## config.mk

```make
export PLATFORM = sky130hd
export DESIGN_NAME = nou_rpu_rx
export DESIGN_NICKNAME = d
export VERILOG_FILES = /design/src/rtl/nou_rpu_rx.sv
export SDC_FILE = /design/constraint.sdc
export NUM_CORES = 1
export LEC_CHECK = 0
export CORE_AREA = 2 2 449 451
export DETAILED_ROUTE_END_ITERATION = 8
export DIE_AREA = 0 0 451 453
export GPL_TIMING_DRIVEN = 1
export PLACE_DENSITY = 0.37
export SLEW_MARGIN = 20
export SYNTH_ARGS = -nofsm -noshare
export SYNTH_HDL_FRONTEND = slang
export SYNTH_SLANG_ARGS = --single-unit
```

## constraint.sdc

```tcl
create_clock -name clk -period 44.1 [get_ports clk]
set_input_delay 13.23 -clock clk [delete_from_list [all_inputs] [get_ports clk]]
set_output_delay 13.23 -clock clk [all_outputs]
set_load 0.02 [all_outputs]
```

## src/rtl/nou_rpu_rx.sv

```systemverilog
`timescale 1ns/1ps
// nou_rpu_rx: inbound packet receiver on the destination tile.
// Accepts a head flit followed by N data flits from the NoC data channel.
// Payload flits are forwarded to the local write path through a 2-entry skid buffer.
// A head-ack and a data-ack are returned on the NoC response channel.
module nou_rpu_rx #(
  parameter int unsigned DW     = 512,
  parameter int unsigned TIDW   = 8,
  parameter int unsigned RSPW   = 32,
  parameter int unsigned TO_CYC = 4096
) (
  input  logic             clk,
  input  logic             rstn,
  input  logic [9:0]       local_tile_id,
  input  logic             noc_rpu_data_vld,
  output logic             rpu_noc_data_rdy,
  input  logic [TIDW-1:0]  noc_rpu_data_tid,
  input  logic [1:0]       noc_rpu_data_type,
  input  logic [DW-1:0]    noc_rpu_data,
  output logic             rpu_noc_rsp_vld,
  input  logic             noc_rpu_rsp_rdy,
  output logic [TIDW-1:0]  rpu_noc_rsp_tid,
  output logic [1:0]       rpu_noc_rsp_type,
  output logic [RSPW-1:0]  rpu_noc_rsp,
  output logic             rpu_wr_vld,
  input  logic             wr_rpu_rdy,
  output logic [DW-1:0]    rpu_wr_data,
  output logic             rpu_wr_last,
  output logic [31:0]      rpu_wr_pkt_id,
  output logic [9:0]       rpu_wr_src_tile,
  output logic             rpu_busy
);

  localparam int unsigned TW = $clog2(TO_CYC + 1);
  localparam logic [TW-1:0] TO_LIM = TW'(TO_CYC);

  localparam logic [1:0] S_IDLE = 2'd0;
  localparam logic [1:0] S_HRSP = 2'd1;
  localparam logic [1:0] S_DATA = 2'd2;
  localparam logic [1:0] S_DRSP = 2'd3;

  localparam logic [1:0] T_HEAD = 2'b00;
  localparam logic [1:0] T_DATA = 2'b01;

  localparam logic [7:0] ERR_OK   = 8'h00;
  localparam logic [7:0] ERR_DST  = 8'h01;
  localparam logic [7:0] ERR_N0   = 8'h02;
  localparam logic [7:0] ERR_TYPE = 8'h03;
  localparam logic [7:0] ERR_TO   = 8'h04;

  logic [1:0]      r_state;
  logic [TIDW-1:0] r_tid;
  logic [9:0]      r_src;
  logic [31:0]     r_pkt_id;
  logic [11:0]     r_cnt;
  logic [TW-1:0]   r_timer;
  logic [7:0]      r_err;
  logic            r_rsp_vld;
  logic [1:0]      r_rsp_type;

  logic [DW-1:0]   r_buf_data [2];
  logic [1:0]      r_buf_last;
  logic            r_wptr;
  logic            r_rptr;
  logic [1:0]      r_fcnt;

  logic [9:0]      w_hd_dst;
  logic [9:0]      w_hd_src;
  logic [11:0]     w_hd_cnt;
  logic [31:0]     w_hd_pkt_id;
  logic [7:0]      w_hd_err;
  logic            w_buf_full;
  logic            w_acc;
  logic            w_is_head;
  logic            w_is_data;
  logic            w_push;
  logic            w_pop;
  logic [1:0]      w_fcnt_nxt;
  logic            w_rsp_hs;
  logic [TW-1:0]   w_timer_inc;
  logic            w_timeout;

  assign w_hd_dst    = noc_rpu_data[9:0];
  assign w_hd_src    = noc_rpu_data[19:10];
  assign w_hd_cnt    = noc_rpu_data[31:20];
  assign w_hd_pkt_id = noc_rpu_data[95:64];

  assign w_buf_full  = (r_fcnt == 2'd2);
  assign w_is_head   = (noc_rpu_data_type == T_HEAD);
  assign w_is_data   = (noc_rpu_data_type == T_DATA);
  assign w_acc       = noc_rpu_data_vld && rpu_noc_data_rdy;
  assign w_push      = (r_state == S_DATA) && w_acc && w_is_data;
  assign w_pop       = (r_fcnt != 2'd0) && wr_rpu_rdy;
  assign w_fcnt_nxt  = r_fcnt + {1'b0, w_push} - {1'b0, w_pop};
  assign w_rsp_hs    = r_rsp_vld && noc_rpu_rsp_rdy;
  assign w_timer_inc = r_timer + TW'(1);
  assign w_timeout   = (r_state == S_DATA) && !w_acc && (w_timer_inc == TO_LIM);

  // Head check: destination mismatch takes priority over an empty packet.
  always_comb begin
    w_hd_err = ERR_OK;
    if (w_hd_dst != local_tile_id) begin
      w_hd_err = ERR_DST;
    end else if (w_hd_cnt == 12'd0) begin
      w_hd_err = ERR_N0;
    end
  end

  // Inbound ready: always open in IDLE, open while the skid buffer has room in DATA.
  always_comb begin
    rpu_noc_data_rdy = 1'b0;
    case (r_state)
      S_IDLE:  rpu_noc_data_rdy = 1'b1;
      S_DATA:  rpu_noc_data_rdy = !w_buf_full;
      default: rpu_noc_data_rdy = 1'b0;
    endcase
  end

  // Packet sequencing, head latching, flit counting, idle timer and response generation.
  always_ff @(posedge clk) begin
    if (!rstn) begin
      r_state    <= S_IDLE;
      r_tid      <= '0;
      r_src      <= '0;
      r_pkt_id   <= '0;
      r_cnt      <= '0;
      r_timer    <= '0;
      r_err      <= ERR_OK;
      r_rsp_vld  <= 1'b0;
      r_rsp_type <= T_HEAD;
    end else begin
      case (r_state)
        S_IDLE: begin
          if (w_acc && w_is_head) begin
            r_tid      <= noc_rpu_data_tid;
            r_src      <= w_hd_src;
            r_pkt_id   <= w_hd_pkt_id;
            r_cnt      <= w_hd_cnt;
            r_err      <= w_hd_err;
            r_rsp_vld  <= 1'b1;
            r_rsp_type <= T_HEAD;
            r_state    <= S_HRSP;
          end
        end
        S_HRSP: begin
          if (w_rsp_hs) begin
            r_rsp_vld <= 1'b0;
            r_timer   <= '0;
            r_state   <= (r_err == ERR_OK) ? S_DATA : S_IDLE;
          end
        end
        S_DATA: begin
          if (w_acc) begin
            r_timer <= '0;
            if (w_is_data) begin
              r_cnt <= r_cnt - 12'd1;
              if (r_cnt == 12'd1) begin
                r_state <= S_DRSP;
              end
            end else begin
              r_err   <= ERR_TYPE;
              r_state <= S_DRSP;
            end
          end else if (w_timeout) begin
            r_err   <= ERR_TO;
            r_state <= S_DRSP;
          end else begin
            r_timer <= w_timer_inc;
          end
        end
        default: begin
          // Raise data-ack on the same edge that empties the buffer so it follows the last pop by one cycle.
          if (!r_rsp_vld && (w_fcnt_nxt == 2'd0)) begin
            r_rsp_vld  <= 1'b1;
            r_rsp_type <= T_DATA;
          end else if (w_rsp_hs) begin
            r_rsp_vld <= 1'b0;
            r_state   <= S_IDLE;
          end
        end
      endcase
    end
  end

  // Skid buffer pointers and occupancy.
  always_ff @(posedge clk) begin
    if (!rstn) begin
      r_wptr     <= 1'b0;
      r_rptr     <= 1'b0;
      r_fcnt     <= 2'd0;
      r_buf_last <= '0;
    end else begin
      if (w_push) begin
        r_wptr             <= !r_wptr;
        r_buf_last[r_wptr] <= (r_cnt == 12'd1);
      end
      if (w_pop) begin
        r_rptr <= !r_rptr;
      end
      r_fcnt <= w_fcnt_nxt;
    end
  end

  // Skid buffer payload storage; contents are qualified by the occupancy count.
  always_ff @(posedge clk) begin
    if (w_push) begin
      r_buf_data[r_wptr] <= noc_rpu_data;
    end
  end

  assign rpu_wr_vld       = (r_fcnt != 2'd0);
  assign rpu_wr_data      = r_buf_data[r_rptr];
  assign rpu_wr_last      = r_buf_last[r_rptr];
  assign rpu_wr_pkt_id    = r_pkt_id;
  assign rpu_wr_src_tile  = r_src;

  assign rpu_noc_rsp_vld  = r_rsp_vld;
  assign rpu_noc_rsp_tid  = r_tid;
  assign rpu_noc_rsp_type = r_rsp_type;
  assign rpu_noc_rsp      = RSPW'({r_err, (r_err == ERR_OK), local_tile_id});

  assign rpu_busy         = (r_state != S_IDLE);

endmodule

```

==> results.yml, run 1 <==
floorplan:
  initial_utilization_pct: 20.75
  dieWidth_um: 451
  num_io_pins: 1138
  num_rows: 164
  chipHeight_um: 453
  die_area_um2: 204300
  core_um2: 199200
finish:
  layout.cells.non_filler: 6158
  fin_area_um2: 60030
  area_growth_pct: 45.21
  nets: 3910
  layout-drive-gt1-share_pct: 21.86
logic_synthesis:
  synthesis.area_um2: 41340
  synth_edf_count: 1024
  synth_cell_type_count: 70
  ys_seq_area_share_pct: 78.69
  ys_seq_elements: 1113
  syn_inst: 2176
  ys_warn_count: 0
  ys.flop_type: "edfxtp_1"
  avgSynthCellArea_um2: 19.00
  synthArstFlopShare_pct: 0
detailed_routing:
  postRouteAntennaNets: 0
  routed_via_density: 3.920
  wl_um: 151300
  drtIter0Drc: 1251
  drtPass1Iterations: 7
  post_drt_wl_per_cell_um: 24.57
  drc: 0
  vias: 24140
sta:
  rsz0062_at_grt: "no"
  finalCritPeriodShare_pct: 62.76
  fin_tns_setup_ns: 0
  maxSlewViolCount: 0
  final_hold_viol_count: 0
  period_minus_slack_ns: 27.68
  slew_headroom_pct: 29.18
  worst_pin_slew_ns: 1.062
  setup_viol: 0
  fin_skew_ns: 0.01989
  holdWs_ns: 0.4531
  fmax_ghz: 0.03613
power_and_ir_drop:
  vdd_drop_max_v: 0.00003609
  p_per_area_nw_per_um2: 46.70
  p_leak_nw: 19.17
job:
  drv_cap: 0
setup_path:
  cp.required_ns: 30.87
  cpMostUsedCell: "clkdlybuf4s50_1"
  reg2reg_slack_ns: 38.76
  path_max_fanout: 2
  slowest_stage: "clkdlybuf4s50_1"
  cpPeakStageDelay_ns: 0.70
  critPathBufInv: 2
  cp_cell_sequence: "clkdlybuf4s50_1 > clkdlybuf4s50_1"
  setup.worst_path.class: "input port to output port"
  start_kind: "input port"
  cp-end-kind: "output port"
  crit_family: "buffers and inverters"
  critical_path_arrival_ns: 14.45
global_routing:
  grt_overflow: 0
  grt_max_degree: 127
  grt_use_total_pct: 14.22
  grt_pass1_vias: 24540
  grt_pass1_wl_um: 201500
  antenna_found_initial: 61
worst_hold_path:
  hp-class: "register to register"
clock_tree:
  root_buffer: "clkbuf_16"
  cts_setup_buffers: 0
  clk_pin_slew_ns: 0.06
  cts_tree: "built"
  ctsHoldBuffers: 0
  cts.sink_count: 1113
  clk_path_buf_depth: 3
  cts_resized: 0
  cts_max_level: 4
  numCtsBuffers: 140
  worstSkewPairLatency_ns: 0.78
outcome:
  outcome: "complete, no violations"
placed_design:
  dpl-instance-area_um2: 55570
  gp_congestion: 0.7796
  dp_hpwl_um: 108800
  placed_cells: 5879
  io_buffers: 1118
-- sequential cells by signal (all words and copies together), names as in the netlist, named ones only --
| register | flops |
|---|---|
| r_buf_last | 2 |
| r_buf_data | 1024 |
| r_cnt | 12 |
| r_fcnt | 2 |
| rpu_noc_rsp_type | 1 |
| rpu_wr_pkt_id | 32 |
| r_err | 3 |
| rpu_wr_src_tile | 10 |
| r_rptr | 1 |
| r_state | 2 |
| r_wptr | 1 |
| rpu_noc_rsp_tid | 8 |
| rpu_noc_rsp_vld | 1 |
| r_timer | 13 |
-- cell usage after synthesis, types with 4 or more instances --
cell type / n / area [um2]
edfxtp_1: 1024 / 30750
mux2_2: 514 / 5788
nand2_1: 132 / 495.5
dfxtp_1: 89 / 1782
a21oi_1: 73 / 365.4
buf_2: 57 / 285.3
nor2_1: 32 / 120.1
buf_4: 31 / 232.7
clkbuf_1: 30 / 112.6
o21ai_0: 19 / 95.09
xnor2_1: 15 / 131.4
a31oi_1: 10 / 62.56
nand3_1: 10 / 50.05
nor3_1: 10 / 50.05
inv_1: 9 / 33.78
ha_1: 8 / 100.1
nor4_1: 8 / 50.05
nand4_1: 7 / 43.79
and2_1: 6 / 37.54
and3_1: 5 / 31.28
a211oi_1: 4 / 30.03
and4_1: 4 / 35.03
nand2b_1: 4 / 25.02
nor2b_1: 4 / 25.02
or3_1: 4 / 25.02
or4_1: 4 / 30.03
-- cell usage in the layout, fill, tap and decap left out, types with 4 or more instances in the layout --
master and instances:
clkdlybuf4s50_1 1118, edfxtp_1 1024, mux2_2 514, clkbuf_16 144, nand2_1 132, dfxtp_1 88, a21oi_1 73, clkbuf_1 35
nor2_1 29, buf_4 28, clkinv_1 27, diode_2 25, o21ai_0 19, conb_1 19, clkinv_2 18, xnor2_1 15
nor3_1 10, nand3_1 10, a31oi_1 10, inv_1 9, nor4_1 8, ha_1 8, clkbuf_8 8, nand4_1 7
inv_6 7, and2_1 6, and3_1 5, bufinv_16 5, nand2b_1 4, and4_1 4, or3_1 4, or4_1 4
nor2b_1 4, a211oi_1 4, clkinvlp_4 4
-- kinds of logic after synthesis --
| family | Yosys count | synth area share, % |
|---|---|---|
| adder cells (fa/ha/maj) | 8 | 0.2421 |
| flip-flops | 1113 | 78.69 |
| XOR/XNOR | 16 | 0.3390 |
| multiplexers | 515 | 14.02 |
| buffers and inverters | 131 | 1.680 |
| other | 1 | 0.009071 |
| AND/OR/NAND/NOR | 248 | 2.866 |
| AO/OA/AOI/OAI | 144 | 2.149 |
-- path summary, 6_finish.rpt --
path / start / to / cells past startpoint
max: local_tile_id[9] / rpu_noc_rsp[9] / 2
max reg2reg: r_state[0]$_SDFFE_PN0P_ / r_buf_data[1][405]$_DFFE_PP_ / 10
min: rpu_noc_rsp_tid[1]$_SDFFE_PN0P_ / rpu_noc_rsp_tid[1]$_SDFFE_PN0P_ / 2
min reg2reg: rpu_noc_rsp_tid[1]$_SDFFE_PN0P_ / rpu_noc_rsp_tid[1]$_SDFFE_PN0P_ / 2
-- worst reg2reg max path, delay by kind of cell, from the launching register on --
family	cells	cell delay, ns
buf+inv	7	3.84
fa+ha+maj	1	0.18
compound gates	1	0.17
simple gates	1	0.37
flops	1	0.32
-- stage by stage --
step	setup WS (ns)	power, mW	util (%)
2_1_floorplan	7.632	1.467	-
3_3_place_gp	16.41	1.736	27.89
3_5_place_dp	16.40	1.734	27.89
4_1_cts	16.40	2.865	30.10
5_1_grt	16.37	2.914	30.12
6_report	16.42	2.804	30.13
-- area by class of cell --
cell class / instances / area [um2]
Inverter: 11 / 41.29
Clock buffer: 187 / 3845
Antenna cell: 25 / 62.56
Clock inverter: 67 / 558.0
Timing Repair Buffer: 1149 / 11460
Multi-Input combinational cell: 950 / 8205
Tap cell: 2656 / 3323
Sequential cell: 1113 / 32540
Fill cell: 19820 / 139200
-- report_power, final --
| part | leakage [nW] | total [mW] | internal, mW | switching [mW] |
|---|---|---|---|---|
| Sequential | 9.92 | 1.18 | 1.17 | 0.0109 |
| Clock | 2.14 | 1.10 | 0.644 | 0.458 |
| Combinational | 7.11 | 0.526 | 0.252 | 0.273 |
| Total | 19.2 | 2.80 | 2.06 | 0.742 |
-- routing by layer --
metal | up-vias | GRT usage, % | share of wire [%]
met5 | - | 0.9095 | 0.090
met4 | 20 | 5.978 | 3.4
met3 | 275 | 5.483 | 7.5
met2 | 762 | 24.63 | 51
met1 | 12210 | 15.40 | 38
li1 | 10870 | - | -
Power figures use the tool's default switching activity.
==> run 2, diff against run 1 <==
CORE_AREA = 2 2 441 443   (was 2 2 449 451)
DIE_AREA = 0 0 443 445   (was 0 0 451 453)
PLACE_DENSITY = 0.4   (was 0.37)
clock period = 22.5 ns   (was 44.1 ns; I/O delays follow)
==> run 2 against run 1 <==
  * Sequential power grew 96%
  * Combinational power is 96% higher
  * Final area decreased by 0.53%
  * Clock skew is 0.015 ns higher
  * Non-clock buffer count is 7 lower
  * Hold slack worse by 0.00093 ns
  * Register-to-register slack worse by 20 ns
  * Power rose by 95%
  * Flip-flop and latch count did not move
  * Clock power grew 95%
  * Wire length is 1.4% lower
  * Final cell count down 2.6%
  * Largest power group unchanged
==> results.yml, run 2 (synthesis gave the netlist of run 1 again) <==
setup_path:
  rr_endpoint: "r_buf_data[0][237]$_DFFE_PP_"
  crit_start: "local_tile_id[0]"
  critPathBufInv: 2
  path_max_fanout: 2
  cp_cell_sequence: "clkdlybuf4s50_1 > clkdlybuf4s50_1"
  slowest_stage: "clkdlybuf4s50_1"
  cp.required_ns: 15.75
  crit-reg2reg-launch: "r_state[0]$_SDFFE_PN0P_"
  crit_cells: 2
  r2r_cells: 8
  cpMostUsedCell: "clkdlybuf4s50_1"
  reg2reg_slack_ns: 18.97
  cpPeakStageDelay_ns: 0.67
  crit_family: "buffers and inverters"
  start_kind: "input port"
  cp-end-kind: "output port"
  critical_path_arrival_ns: 8.06
  setup.worst_path.class: "input port to output port"
finish:
  layout_commonest_cell: "clkdlybuf4s50_1"
  largest_reg_flops: 1024
  top_register: "r_buf_data"
  area_growth_pct: 44.44
  fin_area_um2: 59710
  nets: 3902
  layout_common_cells: "clkdlybuf4s50_1, edfxtp_1, mux2_2"
  fillers: 19040
  layout-drive-gt1-share_pct: 21.26
floorplan:
  core_um2: 192000
  num_io_pins: 1138
  die_area_um2: 197100
  chipHeight_um: 445
  dieWidth_um: 443
  initial_utilization_pct: 21.53
  num_rows: 161
clock_tree:
  cts_setup_buffers: 0
  cts_max_level: 4
  cts_tree: "built"
  clk_pin_slew_ns: 0.05
  cts_resized: 0
  clk_path_buf_depth: 3
  cts.sink_count: 1113
  worstSkewPairLatency_ns: 0.78
  ctsHoldBuffers: 0
  numCtsBuffers: 139
  root_buffer: "clkbuf_16"
sta:
  rsz0062_at_grt: "no"
  slew_headroom_pct: 14.62
  period_minus_slack_ns: 14.81
  worst_pin_slew_ns: 1.281
  fin_skew_ns: 0.03445
  fmax_ghz: 0.06753
  final_hold_viol_count: 0
  finalCritPeriodShare_pct: 65.81
  setup_slack_ns: 7.692
  setup_viol: 0
  maxSlewViolCount: 0
power_and_ir_drop:
  vdd_drop_max_v: 0.00005518
  pwr-share-seq_pct: 42.2
  p_sw_mw: 1.427
  totalPowerFinal_mw: 5.471
  internal_power_mw: 4.044
  p_per_area_nw_per_um2: 91.62
  pwr-share-clk_pct: 39.1
  switching_share_pct: 26.09
  p_comb_share_pct: 18.7
  p_leak_nw: 19.08
placed_design:
  dpl-instance-area_um2: 55390
  dp_hpwl_um: 106800
  place_ws_ns: 7.725
  gp_congestion: 0.8109
  io_buffers: 1118
detailed_routing:
  vias: 24030
  postRouteAntennaNets: 0
  drtIter0Drc: 1249
  drtPass1Iterations: 5
  wl_um: 149200
  post_drt_wl_per_cell_um: 24.88
  routed_via_density: 4.006
  drc: 0
global_routing:
  grt_max_degree: 152
  grt_use_total_pct: 14.60
  grt_pass1_wl_um: 201000
  antenna_found_initial: 53
  grt_pass1_vias: 24280
  grt_overflow: 0
worst_hold_path:
  hold_depth: 2
  worstHoldStart: "rpu_noc_rsp_tid[2]$_SDFFE_PN0P_"
  hp-class: "register to register"
  min_to: "rpu_noc_rsp_tid[2]$_SDFFE_PN0P_"
outcome:
  outcome: "complete, no violations"
job:
  drv_cap: 0
==> run 2: cell count changes in the layout (fill, tap and decap cells not counted), moves of 2 or more <==
cell,previous run,this run
clkinv_16,2,0
buf_12,3,6
bufinv_16,5,7
clkbuf_8,8,3
buf_4,28,18
diode_2,25,9
clkinvlp_4,4,2
clkbuf_1,35,50
clkinv_1,27,21
clkinv_2,18,8
==> run 2: worst max path at each step <==
stage	slack, ns	to
6_report	7.69	rpu_noc_rsp[0]
5_1_grt	7.71	rpu_noc_rsp[0]
4_1_cts	7.72	rpu_noc_rsp[0]
3_5_place_dp	7.72	rpu_noc_rsp[0]
3_3_place_gp	7.73	rpu_noc_rsp[0]
2_1_floorplan	-7.49	r_buf_data[0][0]$_DFFE_PP_
==> run 2: power by group through the flow <==
stage	logic, mW	registers [mW]	clock network, mW
final	1.03	2.31	2.14
after global routing	1.08	2.31	2.30
after CTS	1.05	2.31	2.23
after detailed placement	1.04	2.35	0
after global placement	1.04	2.35	0
after floorplan	0.515	2.36	0
==> run 2: metrics by stage <==
| stage | util (%) | hold WS (ns) | cells | TNS [ns] |
|---|---|---|---|---|
| after global placement | 28.85 | 0.4420 | 5742 | 0 |
| after global routing | 31.10 | 0.4713 | 5991 | 0 |
| after detailed placement | 28.85 | 0.4492 | 5742 | 0 |
| final | 31.10 | 0.4522 | 5997 | 0 |
| after CTS | 31.09 | 0.4539 | 5988 | 0 |
| after floorplan | - | 0.4502 | 2194 | -7681.21 |
==> run 2: cell type report <==
type                            count  area (um2)  area share [%]
Inverter                           11       41.29         0.06915
Tap cell                         2526        3161           5.293
Sequential cell                  1113       32540           54.49
Clock buffer                      197        3832           6.418
Multi-Input combinational cell    950        8208           13.75
Clock inverter                     49       467.9          0.7837
Timing Repair Buffer             1142       11450           19.17
Antenna cell                        9       22.52         0.03772
==> run 2: layer usage <==
| metal | wire length, um | share of wire [%] | track usage, % | vias up |
|---|---|---|---|---|
| met5 | 76 | 0.051 | 0 | - |
| met4 | 3279 | 2.2 | 3.561 | 12 |
| met3 | 11420 | 7.7 | 5.710 | 241 |
| met2 | 76470 | 51 | 25.89 | 760 |
| met1 | 57970 | 39 | 16.30 | 12200 |
| li1 | - | - | - | 10820 |
==> run 3, diff against run 2 <==
CORE_AREA = 2 2 449 451   (was 2 2 441 443)
DIE_AREA = 0 0 451 453   (was 0 0 443 445)
PLACE_DENSITY = 0.37   (was 0.4)
clock period = 13.79 ns   (was 22.5 ns; I/O delays follow)
==> run 3 against run 2 <==
  * Sequential share of layout area decreased by 0.26 points
  * Global-route usage is 0.39 points lower
  * Combinational power up 64%
  * Hold slack gained 0.00072 ns
  * Clock skew decreased by 0.0016 ns
  * Final area up 0.48%
  * Critical path depth unchanged
  * Register-to-register slack lost 9.5 ns
  * Power up 64%
  * Critical path type unchanged
==> results.yml, run 3 (synthesis gave the netlist of run 1 again) <==
clock_tree:
  clk_path_buf_depth: 3
  cts_tree: "built"
  cts.sink_count: 1113
  cts_max_level: 4
  clk_pin_slew_ns: 0.06
  ctsHoldBuffers: 0
  root_buffer: "clkbuf_16"
  cts_resized: 0
  cts_setup_buffers: 0
  numCtsBuffers: 140
  worstSkewPairLatency_ns: 0.78
floorplan:
  dieWidth_um: 451
  initial_utilization_pct: 20.75
  num_io_pins: 1138
  die_area_um2: 204300
  num_rows: 164
  chipHeight_um: 453
  core_um2: 199200
setup_path:
  crit_family: "buffers and inverters"
  r2r_cells: 6
  cp.required_ns: 9.65
  crit-reg2reg-launch: "r_state[0]$_SDFFE_PN0P_"
  cp-end-kind: "output port"
  critPathBufInv: 2
  cp_cell_sequence: "clkdlybuf4s50_1 > clkdlybuf4s50_1"
  start_kind: "input port"
  cpPeakStageDelay_ns: 0.68
  setup.worst_path.class: "input port to output port"
  reg2reg_slack_ns: 9.51
  slowest_stage: "clkdlybuf4s50_1"
  rr_endpoint: "r_buf_data[0][283]$_DFFE_PP_"
  critical_path_arrival_ns: 5.43
  path_max_fanout: 2
  cpMostUsedCell: "clkdlybuf4s50_1"
sta:
  fmax_ghz: 0.1045
  maxSlewViolCount: 0
  finalCritPeriodShare_pct: 69.41
  slew_headroom_pct: 27.78
  setup_viol: 0
  period_minus_slack_ns: 9.572
  final_hold_viol_count: 0
  holdWs_ns: 0.4529
  worst_pin_slew_ns: 1.083
  fin_skew_ns: 0.03281
  rsz0062_at_grt: "no"
power_and_ir_drop:
  totalPowerFinal_mw: 8.969
  vdd_drop_max_v: 0.0001106
  p_per_area_nw_per_um2: 149.5
  p_leak_nw: 19.13
detailed_routing:
  vias: 24050
  post_drt_wl_per_cell_um: 24.55
  drc: 0
  drtPass1Iterations: 5
  routed_via_density: 3.922
  wl_met3_um: 11370
  postRouteAntennaNets: 0
  wl_met2_um: 77580
  met1_length_um: 58110
  highest_layer: "met5"
  wl_um: 150600
  drtIter0Drc: 1323
placed_design:
  placed_cells: 5871
  dpl-instance-area_um2: 55590
  gp_congestion: 0.7983
  io_buffers: 1118
  dp_hpwl_um: 107400
job:
  drv_cap: 0
finish:
  layout.cells.non_filler: 6133
  layout_commonest_cell: "clkdlybuf4s50_1"
  nets: 3902
  top_register: "r_buf_data"
  area_growth_pct: 45.13
  largest_reg_flops: 1024
  layout_common_cells: "clkdlybuf4s50_1, edfxtp_1, mux2_2"
  layout-drive-gt1-share_pct: 21.38
  fin_area_um2: 60000
global_routing:
  grt_overflow: 0
  grt_pass1_vias: 24020
  grt_pass1_wl_um: 202000
  grt_max_degree: 130
  antenna_found_initial: 59
  grt_use_total_pct: 14.20
worst_hold_path:
  min_to: "rpu_wr_pkt_id[4]$_SDFFE_PN0P_"
  worstHoldStart: "rpu_wr_pkt_id[4]$_SDFFE_PN0P_"
  hold_depth: 2
  hp-class: "register to register"
outcome:
  outcome: "complete, no violations"
-- run 3: cell types whose count changed in the layout (fill, tap and decap cells not counted), moves of 2 or more --
| cell | before | now |
|---|---|---|
| clkbuf_8 | 3 | 6 |
| clkinvlp_4 | 2 | 0 |
| diode_2 | 9 | 11 |
| clkinv_2 | 8 | 13 |
| clkinv_8 | 1 | 3 |
| buf_4 | 18 | 13 |
| buf_12 | 6 | 10 |
-- run 3: how the worst max path moves through the flow --
| stage | slack (ns) | cells past startpoint | endpoint | start |
|---|---|---|---|---|
| global placement | 4.26 | 2 | rpu_noc_rsp[8] | local_tile_id[8] |
| global route | 4.23 | 2 | rpu_noc_rsp[9] | local_tile_id[9] |
| floorplan | -4.83 | 3 | r_buf_data[1][0]$_DFFE_PP_ | noc_rpu_data_type[1] |
| CTS | 4.25 | 2 | rpu_noc_rsp[8] | local_tile_id[8] |
| detailed placement | 4.25 | 2 | rpu_noc_rsp[8] | local_tile_id[8] |
| finish | 4.22 | 2 | rpu_noc_rsp[8] | local_tile_id[8] |
-- run 3: area by class of cell --
type	count	area (um2)
antenna	11	27.53
clock buffer	199	3870
clock inverter	52	506.7
fill	19790	139200
inverter	11	41.29
multi-input combinational	950	8205
sequential	1113	32540
tap	2656	3323
timing repair buffer	1141	11490
-- run 3: per-layer routing --
| metal | global-route usage, % | vias up |
|---|---|---|
| met3 | 5.363 | 269 |
| met1 | 16.06 | 12160 |
| met5 | 0 | - |
| met2 | 24.91 | 766 |
| li1 | - | 10830 |
| met4 | 3.888 | 28 |
-- run 3: metrics by stage --
| stage | TNS [ns] | util (%) | worst slack (ns) |
|---|---|---|---|
| global placement | 0 | 27.90 | 4.262 |
| CTS | 0 | 30.10 | 4.249 |
| finish | 0 | 30.11 | 4.218 |
| detailed placement | 0 | 27.90 | 4.249 |
| floorplan | -4951.19 | - | -4.827 |
| global route | 0 | 30.10 | 4.232 |
-- run 3: where the power goes --
part | switching (mW) | internal, mW | total [mW]
registers | 0.0290 | 3.73 | 3.76
clock network | 1.45 | 2.07 | 3.52
logic | 0.885 | 0.810 | 1.69
total | 2.36 | 6.61 | 8.97
==> variant (config.mk and constraints of run 1) <==
Set the parameter `TIDW` to 12 (it was 8).
--- a/src/rtl/nou_rpu_rx.sv
+++ b/src/rtl/nou_rpu_rx.sv
@@ -6,5 +6,5 @@
 module nou_rpu_rx #(
   parameter int unsigned DW     = 512,
-  parameter int unsigned TIDW   = 8,
+  parameter int unsigned TIDW   = 12,
   parameter int unsigned RSPW   = 32,
   parameter int unsigned TO_CYC = 4096
Ports: changed (resized noc_rpu_data_tid and rpu_noc_rsp_tid); port bits go from 1138 to 1146. The function was not compared with the original's and may differ.
==> variant against run 1 <==
Non-clock buffer count is 5 higher; power is 7.2% higher; hold slack worse by 0.84 ps; count of clock-buffer cells in the layout is 6 lower; critical path type unchanged; cell count is 0.26% lower; sequential cell count is 4 higher; wire length is 1.3% lower; largest cell class unchanged; die area stayed put; cell area is 0.20% higher; setup slack worse by 65 ps; area after synthesis hardly changed; combinational power is 36% higher.
==> variant: results (changes against run 1) <==
----------------------------------------------------
[Worst setup path]
  Source of the critical timing path ... local_tile_id[0]
  Arr. time, crit path ... 14510 ps (+60 ps)
  Delay contributed by the slowest stage of the critical path ... 660 ps (-40 ps)
  Reg2Reg Setup Slack ... 38490 ps (-270 ps)
  CP endpoint ... rpu_noc_rsp[0]
  RR Endpoint ... r_buf_data[1][442]

[Timing]
  Rel. slew slack ... 31.35% (+2.2 points)
  Time the final worst path needs with I/O delays and setup ... 27740 ps (+64.90 ps)
  Final worst hold slack ... 452.3 ps (-0.8380 ps)
  Setup skew after layout ... 37.48 ps (+17.59 ps)

[Status]
  Result of the run ... completed

[Route]
  Drt initial violations ... 1226 (-2.0%)
  Detail Route met2 WL ... 77.81 mm (+0.80%)
  Average via count per standard cell ... 3.915 (-0.12%)
  Met3 routed wirelength ... 9.811 mm (-13%)
  Drt first pass iters ... 5 (-2)
  DR WL/cell ... 24.31 µm (-1.1%)
  Sum of routed wire segments on met1 ... 58.63 mm (+1.7%)

[Cells and area]
  Share of final-layout standard cells stronger than drive strength 1 ... 21.55% (-0.31 points)
  Net count reported at finish ... 3921 (+0.28%)
  Antenna cells ... 5 (-80%)
  Register share of the cell area ... 54.22% (about the same)
  Multi-input gates ... 946 (-0.42%)
  Fraction of area in multi-input gates ... 13.65% (-0.020 points)
  Count of inverters not on the clock network in the layout ... 13 (+2)
  Clock buffer cells ... 181 (-3.2%)
  Total of fill cells in the finished design ... 19680 (-0.72%)
  Number of buffers other than clock buffers in the final layout ... 1154 (+0.44%)

[Power and ir drop]
  Switching part of the total power ... 28.24% (+1.8 points)
  Maximum vdd drop ... 34.69 µV (-3.9%)
  Part of the power in combinational logic ... 23.8% (+5.1 points)
  Pleak ... 19.27 nW (+0.51%)

[Global routing]
  Met2 demand-to-capacity share in global routing ... 25.17% (+0.53 points)
  First-pass GRT wire length ... 201.3 mm (-0.11%)
  Antenna violations before repair ... 35 (-43%)
  Largest net degree at the start of global routing ... 136 (+7.1%)
  Met3 capacity usage during global routing ... 4.791% (-0.69 points)
  Overall global routing resource usage ... 14.08% (-0.14 points)

[Hold path]
  Worst hold path endpoint ... rpu_wr_pkt_id[26]
  Launch point of the worst hold path ... rpu_wr_pkt_id[26]

[Placement]
  Global placement routability congestion ... 0.7936 (+1.8%)
  Number of input and output port buffers inserted ... 1126 (+0.72%)
  Post-placement cell area ... 0.05575 mm² (+0.34%)

[Yosys]
  Sequential share of the synthesized area ... 78.83% (+0.14 points)
  Top area cells in the synthesized netlist ... sky130_fd_sc_hd__edfxtp_1 (74%), sky130_fd_sc_hd__mux2_2 (14%), sky130_fd_sc_hd__dfxtp_1 (4.5%)
  Share of the synthesized netlist area taken by xor and xnor gates ... 0.3599% (+0.021 points)
  Ranking of synthesized cells by instance count ... sky130_fd_sc_hd__edfxtp_1 (1024), sky130_fd_sc_hd__mux2_2 (514), sky130_fd_sc_hd__nand2_1 (135)
  Adder and majority gate portion of the synthesized area ... 0.2419% (about the same)
  Number of unique standard cell types used by synthesis ... 67 (-4.3%)

[Clock network]
  Setup bufs post-CTS ... 0 (unchanged)

----------------------------------------------------
-- variant: cell types whose count changed after synthesis, moves of 5 or more --
| cell | run 1 | this run |
|---|---|---|
| sky130_fd_sc_hd__buf_2 | 57 | 3 |
| sky130_fd_sc_hd__clkbuf_1 | 30 | 82 |
| sky130_fd_sc_hd__xor2_1 | 1 | 9 |
| sky130_fd_sc_hd__o21ai_0 | 19 | 12 |
| sky130_fd_sc_hd__xnor2_1 | 15 | 8 |
| sky130_fd_sc_hd__buf_1 | 0 | 5 |
-- variant: stage by stage --
stage | util [%] | std cells
after floorplan | - | 2199
after global placement | 27.98 | 5886
after detailed placement | 27.98 | 5886
after CTS | 30.18 | 6137
after global routing | 30.19 | 6139
final | 30.19 | 6142
-- variant: kinds of logic after synthesis --
group,after synthesis
DFF,1117
muxes,515
and+or+nand+nor,243
AOI/OAI and AO/OA,144
buffers and inverters,136
xor gates and xnor gates,17
adders and majority gates,8
other,1
